===== src/rtl/multicycle_control.sv =====
// Moore FSM control unit for the multi-cycle MIPS datapath (fetch/decode/execute/mem/writeback).
// Optional perf counters cyc_cnt/instr_cnt are enabled with `define MULTICYCLE_CONTROL_PERF_EN.
module multicycle_control #(
   parameter int             OPW      = 8,
   parameter logic [OPW-1:0] OP_RTYPE = OPW'(1),
   parameter logic [OPW-1:0] OP_LW    = OPW'(2),
   parameter logic [OPW-1:0] OP_SW    = OPW'(3),
   parameter logic [OPW-1:0] OP_J     = OPW'(4),
   parameter logic [OPW-1:0] OP_BEQ   = OPW'(5),
   parameter logic [OPW-1:0] OP_BNE   = OPW'(6),
   parameter logic [OPW-1:0] OP_ADDI  = OPW'(7)
) (
   input  logic           clk,
   input  logic           reset,
   input  logic [OPW-1:0] in,
   input  logic           mem_ready,
   output logic           pcwrite,
   output logic           pcwritecond,
   output logic           branch_ne,
   output logic           iord,
   output logic           memread,
   output logic           memwrite,
   output logic           irwrite,
   output logic           memtoreg,
   output logic           regdest,
   output logic           regwrite,
   output logic           alusrca,
   output logic [1:0]     alusrcb,
   output logic [1:0]     aluop,
   output logic [1:0]     pcsource,
   output logic           illegal,
   output logic [3:0]     state_o
`ifdef MULTICYCLE_CONTROL_PERF_EN
   ,
   output logic [31:0]    cyc_cnt,
   output logic [31:0]    instr_cnt
`endif
);

   typedef enum logic [3:0] {
      FETCH  = 4'd0,  DECODE = 4'd1,  MEMADR = 4'd2,  MEMRD  = 4'd3,
      MEMWB  = 4'd4,  MEMWR  = 4'd5,  EXEC   = 4'd6,  RWB    = 4'd7,
      BRANCH = 4'd8,  JUMP   = 4'd9,  ADDIEX = 4'd10, ADDIWB = 4'd11
   } state_t;

   state_t state, next;

   always_ff @(posedge clk) begin
      if (reset) state <= FETCH;
      else       state <= next;
   end

   assign state_o = state;

   always_comb begin
      next        = FETCH;
      pcwrite     = 1'b0;
      pcwritecond = 1'b0;
      branch_ne   = 1'b0;
      iord        = 1'b0;
      memread     = 1'b0;
      memwrite    = 1'b0;
      irwrite     = 1'b0;
      memtoreg    = 1'b0;
      regdest     = 1'b0;
      regwrite    = 1'b0;
      alusrca     = 1'b0;
      alusrcb     = 2'b00;
      aluop       = 2'b00;
      pcsource    = 2'b00;
      illegal     = 1'b0;
      // While reset is held the datapath sees a quiescent FETCH, whatever state we were in.
      if (reset) begin
         memread = 1'b1;
         alusrcb = 2'b01;
      end else begin
         case (state)
            FETCH: begin
               memread = 1'b1;
               alusrcb = 2'b01;
               irwrite = mem_ready;
               pcwrite = mem_ready;
               next    = mem_ready ? DECODE : FETCH;
            end
            DECODE: begin
               alusrcb = 2'b11;
               if (in == OP_RTYPE)                  next = EXEC;
               else if (in == OP_LW || in == OP_SW)   next = MEMADR;
               else if (in == OP_BEQ || in == OP_BNE) next = BRANCH;
               else if (in == OP_J)                 next = JUMP;
               else if (in == OP_ADDI)              next = ADDIEX;
               else begin
                  next    = FETCH;
                  illegal = 1'b1;
               end
            end
            MEMADR: begin
               alusrca = 1'b1;
               alusrcb = 2'b10;
               if (in == OP_LW)      next = MEMRD;
               else if (in == OP_SW) next = MEMWR;
               else                  next = FETCH;
            end
            MEMRD: begin
               memread = 1'b1;
               iord    = 1'b1;
               next    = mem_ready ? MEMWB : MEMRD;
            end
            MEMWB: begin
               regwrite = 1'b1;
               memtoreg = 1'b1;
            end
            MEMWR: begin
               memwrite = 1'b1;
               iord     = 1'b1;
               next     = mem_ready ? FETCH : MEMWR;
            end
            EXEC: begin
               alusrca = 1'b1;
               aluop   = 2'b10;
               next    = RWB;
            end
            RWB: begin
               regwrite = 1'b1;
               regdest  = 1'b1;
            end
            BRANCH: begin
               alusrca     = 1'b1;
               aluop       = 2'b01;
               pcwritecond = 1'b1;
               pcsource    = 2'b01;
               branch_ne   = (in == OP_BNE);
            end
            JUMP: begin
               pcwrite  = 1'b1;
               pcsource = 2'b10;
            end
            ADDIEX: begin
               alusrca = 1'b1;
               alusrcb = 2'b10;
               next    = ADDIWB;
            end
            ADDIWB: regwrite = 1'b1;
            default: next = FETCH;
         endcase
      end
   end

`ifdef MULTICYCLE_CONTROL_PERF_EN
   // An instruction retires (or traps) whenever we re-enter FETCH from elsewhere.
   always_ff @(posedge clk) begin
      if (reset) begin
         cyc_cnt   <= '0;
         instr_cnt <= '0;
      end else begin
         cyc_cnt <= cyc_cnt + 32'd1;
         if (state != FETCH && next == FETCH) instr_cnt <= instr_cnt + 32'd1;
      end
   end
`endif

endmodule


===== config.mk =====
export PLATFORM = sky130hd
export DESIGN_NAME = multicycle_control
export DESIGN_NICKNAME = d
export VERILOG_FILES = /design/src/rtl/multicycle_control.sv
export SDC_FILE = /design/constraint.sdc
export NUM_CORES = 1
export LEC_CHECK = 0
export ABC_AREA = 1
export BUFFER_PORTS_ARGS = -buffer_cell sky130_fd_sc_hd__buf_4
export CORE_UTILIZATION = 24
export DETAILED_ROUTE_END_ITERATION = 10
export PLACE_DENSITY = 0.48
export SLEW_MARGIN = 10
export SYNTH_ARGS = -nofsm -noshare
export SYNTH_HDL_FRONTEND = slang
export SYNTH_SLANG_ARGS = --single-unit

===== constraint.sdc =====
create_clock -name clk -period 2.4 [get_ports clk]
set_input_delay 0 -clock clk [delete_from_list [all_inputs] [get_ports clk]]
set_output_delay 0 -clock clk [all_outputs]
set_load 0.005 [all_outputs]

==> reports/qor.yml, run 1 <==
ant_nets: 0
clock_latency_ns: 0.24
cts_hold_buf: 1
via_count: 710
tightest_slew_ns: 0.309
core_um2: 2060
worstPathArrival_ns: 1.50
netlist_area_um2: 548
r2r_cells: 9
yosys-top-cells-area: "nor2_1 18%, nand2_1 16%, dfxtp_1 15%"
io_buffers: 32
clockBufferDepth: 2
min_path_type: "in -> reg"
placed_cell_area_um2: 810
skew_ns: 0.00279
peakVddDrop_v: 0.000153
total_power_uw: 209
whs_ns: 0.174
drv_cap: 0
cts_buffers: 3
period_minus_slack_ns: 1.50
critical_path_class: "reg -> out"
antenna_found_initial: 0
reg2reg_slack_ns: 1.18
status: "complete, no violations"
final_common_cell: "buf_4"
yosysWarnings: 0
grt_pass1_wl_um: 2660
holdPathEnd: "state_o[0]"
final_core_util: 0.408
yosys.area.top_type_share: 0.178
avgSynthCellArea_um2: 5.27
fillers: 246
dieArea_um2: 2480
die_y_um: 49.8
fin_nets: 151
finalSetupViolCount: 0
regToRegStartpoint: "state_o[0]"
grt_usage: 0.142
fin_ws_ns: 0.901
start_util: 0.266
fmax_ghz: 0.667
fp.dieW_um: 49.8
first_pass_iters: 3
setup_tns_ns: 0
cellPowerDensity_nw_per_um2: 248
first_global_vias: 639
relSlewSlack: 0.794
cp.required_ns: 2.40
layout.cells.non_filler: 165
cts_root_buffer: "clkbuf_4"
io_pins: 33
hold_path_depth: 5
post_drt_via_cell_ratio: 4.30
dp_hpwl_um: 1300
path_clk_slew_ns: 0.04
gr-total-overflow: 0
critPathMaxFanout: 5
ys_seq_area_frac: 0.146
row_count: 16
fin_area_um2: 842
critPathCaptureType: "output pin"
insertedDiodeCount: 0
postCtsSetupBuffers: 0
cts_resized: 0
yosys.area.top_type: "nor2_1"
seq_area_um2: 80.1
dp_cells: 161
startpoint_type: "flop"
routabilityCongestion: 0.769
area_growth_pct: 53.7
place_ws_ns: 1.15
drive_above_1_share: 0.377
rsz0062_at_grt: "false"
largest_register_ffs: 4
syn-num-nets: 115
syn_inst: 104
ys_types: 22
slew_viol_final: 0
drt_wl_total_um: 1540
cts_max_level: 1
cts_tree: "done"
numClockSinks: 4
layout_common_cells: "32 x buf_4, 26 x nor2_1, 23 x nand2_1, 12 x inv_1, 7 x nand3_1"
drtIter0Drc: 7
synth-seq-cells: 4
rr_endpoint: "state_o[0]"
min-delay-start: "in[1]"
multiInputGateArea_um2: 392
grt_max_degree: 11
drc: 0
hold_violations: 0
finalCritPeriodShare: 0.625
p_leak_nw: 0.456
wire_per_inst_um: 9.31
[cells by family (layout without fill, tap and decap cells)]
| group | after synthesis | after routing | synth area share |
|---|---|---|---|
| simple gates | 71 | 71 | 0.603 |
| buf+inv | 19 | 53 | 0.139 |
| compound gates | 10 | 10 | 0.112 |
| flops | 4 | 4 | 0.146 |
[where the power goes]
part	switching, mW	internal, mW
Clock	0.0277	0.0559
Combinational	0.0284	0.0270
Sequential	0.00202	0.0680
[how the worst max path moves through the flow]
stage | cells after the start | slack (ns) | start | end
after floorplan | 9 | 1.31 | state_o[0] | state_o[0]
after global placement | 7 | 1.17 | state_o[0] | illegal
after detailed placement | 7 | 1.15 | state_o[0] | illegal
after CTS | 7 | 0.89 | state_o[0] | illegal
after global routing | 7 | 0.76 | state_o[0] | illegal
final | 7 | 0.90 | state_o[0] | illegal
[cell type report]
| type | instances | share of cell area |
|---|---|---|
| tap | 27 | 0.0401 |
| multi-input combinational | 81 | 0.465 |
| clock buffer | 3 | 0.0267 |
| timing repair buffer | 33 | 0.297 |
| inverter | 17 | 0.0758 |
| sequential | 4 | 0.0951 |
[metal layers]
metal / routed length, um / GRT usage
met1: 729 / 0.179
met5: 0 / 0
met4: 15 / 0.0714
met2: 698 / 0.216
met3: 93 / 0.0401
[critical path, stage by stage (launching register included)]
cell and delay [ns]:
dfxtp_1 0.44, inv_2 0.09, nor2_4 0.13, nand2_2 0.10, nor2_1 0.15, nand2_1 0.06, nor3_1 0.15, buf_4 0.14
[cell usage after synthesis, drive strengths merged]
master	number
nor2	31
nor3	2
buf	2
or2	1
and3	1
o21ai	1
a21oi	5
dfxtp	4
a31oi	1
nand2	29
o22ai	1
o211ai	1
clkinv	1
o21bai	1
nand3	7
inv	16
(Power assumes the default switching activity.)
==> run 2, diff against run 1 <==
==> constraint.sdc (replaced) <==
create_clock -name clk -period 1.4 [get_ports clk]
set_input_delay 0 -clock clk [delete_from_list [all_inputs] [get_ports clk]]
set_output_delay 0 -clock clk [all_outputs]
set_load 0.005 [all_outputs]
==> run 2 against run 1 <==
Register-to-register slack got worse by 0.98 ns; clock skew fell by 0.00066 ns; critical path depth unchanged; non-clock buffer count is 3 higher; cell area grew 7.7%; sequential share of layout area grew 0.42 points; critical path type unchanged; routed wire length up 5.7%; first-iteration DRC count is the same; largest cell class unchanged; highest routed layer unchanged; total power rose by 77%.
==> reports/qor.yml, run 2 (synthesis gave the netlist of run 1 again) <==
status: "complete, no violations"
grt_pass1_wl_um: 2670
drive_above_1_share: 0.468
whs_ns: 0.164
min_path_type: "in -> reg"
rsz0062_at_grt: "true"
post_drt_via_cell_ratio: 4.37
area_growth_pct: 65.5
clockBufferDepth: 2
drv_cap: 0
insertedDiodeCount: 0
io_buffers: 32
ant_nets: 0
fin_ws_ns: 0.0636
finalSetupViolCount: 0
wire_per_inst_um: 9.66
cts_root_buffer: "clkbuf_4"
startpoint_type: "flop"
period_minus_slack_ns: 1.34
hold_violations: 0
critical_path_class: "reg -> out"
fp.dieW_um: 49.8
place_ws_ns: 0.155
numClockSinks: 4
cts_max_level: 1
dieArea_um2: 2480
drt_wl_total_um: 1620
relSlewSlack: 0.829
tightest_slew_ns: 0.256
worstPathCellList: "inv_2, nor2_4, nand2_4, nor2_4, nand2_1, nor3_2, buf_4"
cp_common_cell: "nor2_4"
first_pass_iters: 4
largest_register_ffs: 4
max_stage_delay_ns: 0.37
core_um2: 2060
drc: 0
cp.required_ns: 1.40
skew_ns: 0.00213
grt_usage: 0.142
start_util: 0.266
critPathMaxFanout: 5
path_clk_slew_ns: 0.04
cts_buffers: 3
drtIter0Drc: 7
dp_hpwl_um: 1300
gr-total-overflow: 0
row_count: 16
clock_latency_ns: 0.24
final_common_cell: "buf_4"
critPathCaptureType: "output pin"
fin_nets: 154
cts_tree: "done"
die_y_um: 49.8
io_pins: 33
peakVddDrop_v: 0.000268
routabilityCongestion: 0.769
worstPathArrival_ns: 1.34
antenna_found_initial: 0
fmax_ghz: 0.748
total_power_uw: 370
finalCritPeriodShare: 0.955
p_leak_nw: 0.477
slew_viol_final: 0
critPathSlowestCell: "dfxtp_4"
layout_common_cells: "35 x buf_4, 22 x nor2_1, 22 x nand2_1, 11 x inv_1, 7 x nand3_1"
cellPowerDensity_nw_per_um2: 408
via_count: 734
grt_max_degree: 11
first_global_vias: 643
[run 2: cell count changes in the layout (fill, tap and decap cells not counted)]
| cell | before | now |
|---|---|---|
| dfxtp_4 | 0 | 2 |
| inv_1 | 12 | 11 |
| dfxtp_1 | 4 | 0 |
| nand2_1 | 23 | 22 |
| nor2_1 | 26 | 22 |
| nor2_2 | 1 | 3 |
| nor3_1 | 2 | 1 |
| nor2_4 | 4 | 6 |
| inv_2 | 4 | 5 |
| nor3_2 | 0 | 1 |
| buf_4 | 32 | 35 |
| nand2_4 | 0 | 1 |
| dfxtp_2 | 0 | 2 |
[run 2: metal layers]
metal | vias up | part of all wire | GRT usage
met4 | 0 | 0.010 | 0.0714
met1 | 309 | 0.45 | 0.179
met5 | - | 0 | 0
met2 | 26 | 0.48 | 0.216
li1 | 397 | - | -
met3 | 2 | 0.055 | 0.0401
[run 2: layout make-up]
type	count	area, um2
well taps	27	33.8
repair buffers	36	273
fillers	241	1150
inverters	17	63.8
multi-input cells	81	424
flip-flops and latches	4	90.1
clock buffers	3	22.5
[run 2: final timing paths]
kind	slack, ns	startpoint	cells after the start	to
worst max-delay path	0.06	state_o[0]	7	illegal
worst min-delay path	0.16	in[1]	5	state_o[0]
worst max register to register	0.20	state_o[0]	9	state_o[0]
worst min register to register	0.64	state_o[2]	3	state_o[3]
[run 2: power by group]
group	internal, mW	switching (mW)
Combinational	0.0549	0.0540
Sequential	0.114	0.00332
Clock	0.0959	0.0484
Total	0.265	0.106
[run 2: critical path, delay by kind of cell (launching register included)]
kind                   cells  cell delay [ns]
and+or+nand+nor            5             0.53
DFF                        1             0.37
buffers and inverters      2             0.19
[run 2: timing repair]
item / CTS / global route
setup endpoints to repair: 2 / 3
hold endpoints to repair: 4 / 0
hold buffers: 1 / 0
pin swaps: 1 / 1
resized for setup: 6 / 10
setup buffers: 0 / 3
[run 2: stage by stage]
stage	util	cell area [um2]	setup TNS, ns	std cells
6_report	0.440	907	0	168
5_1_grt	0.440	907	-0.0395	168
4_1_cts	0.413	852	0	165
3_5_place_dp	0.393	810	0	161
3_3_place_gp	0.393	810	0	161
2_1_floorplan	-	548	0	104
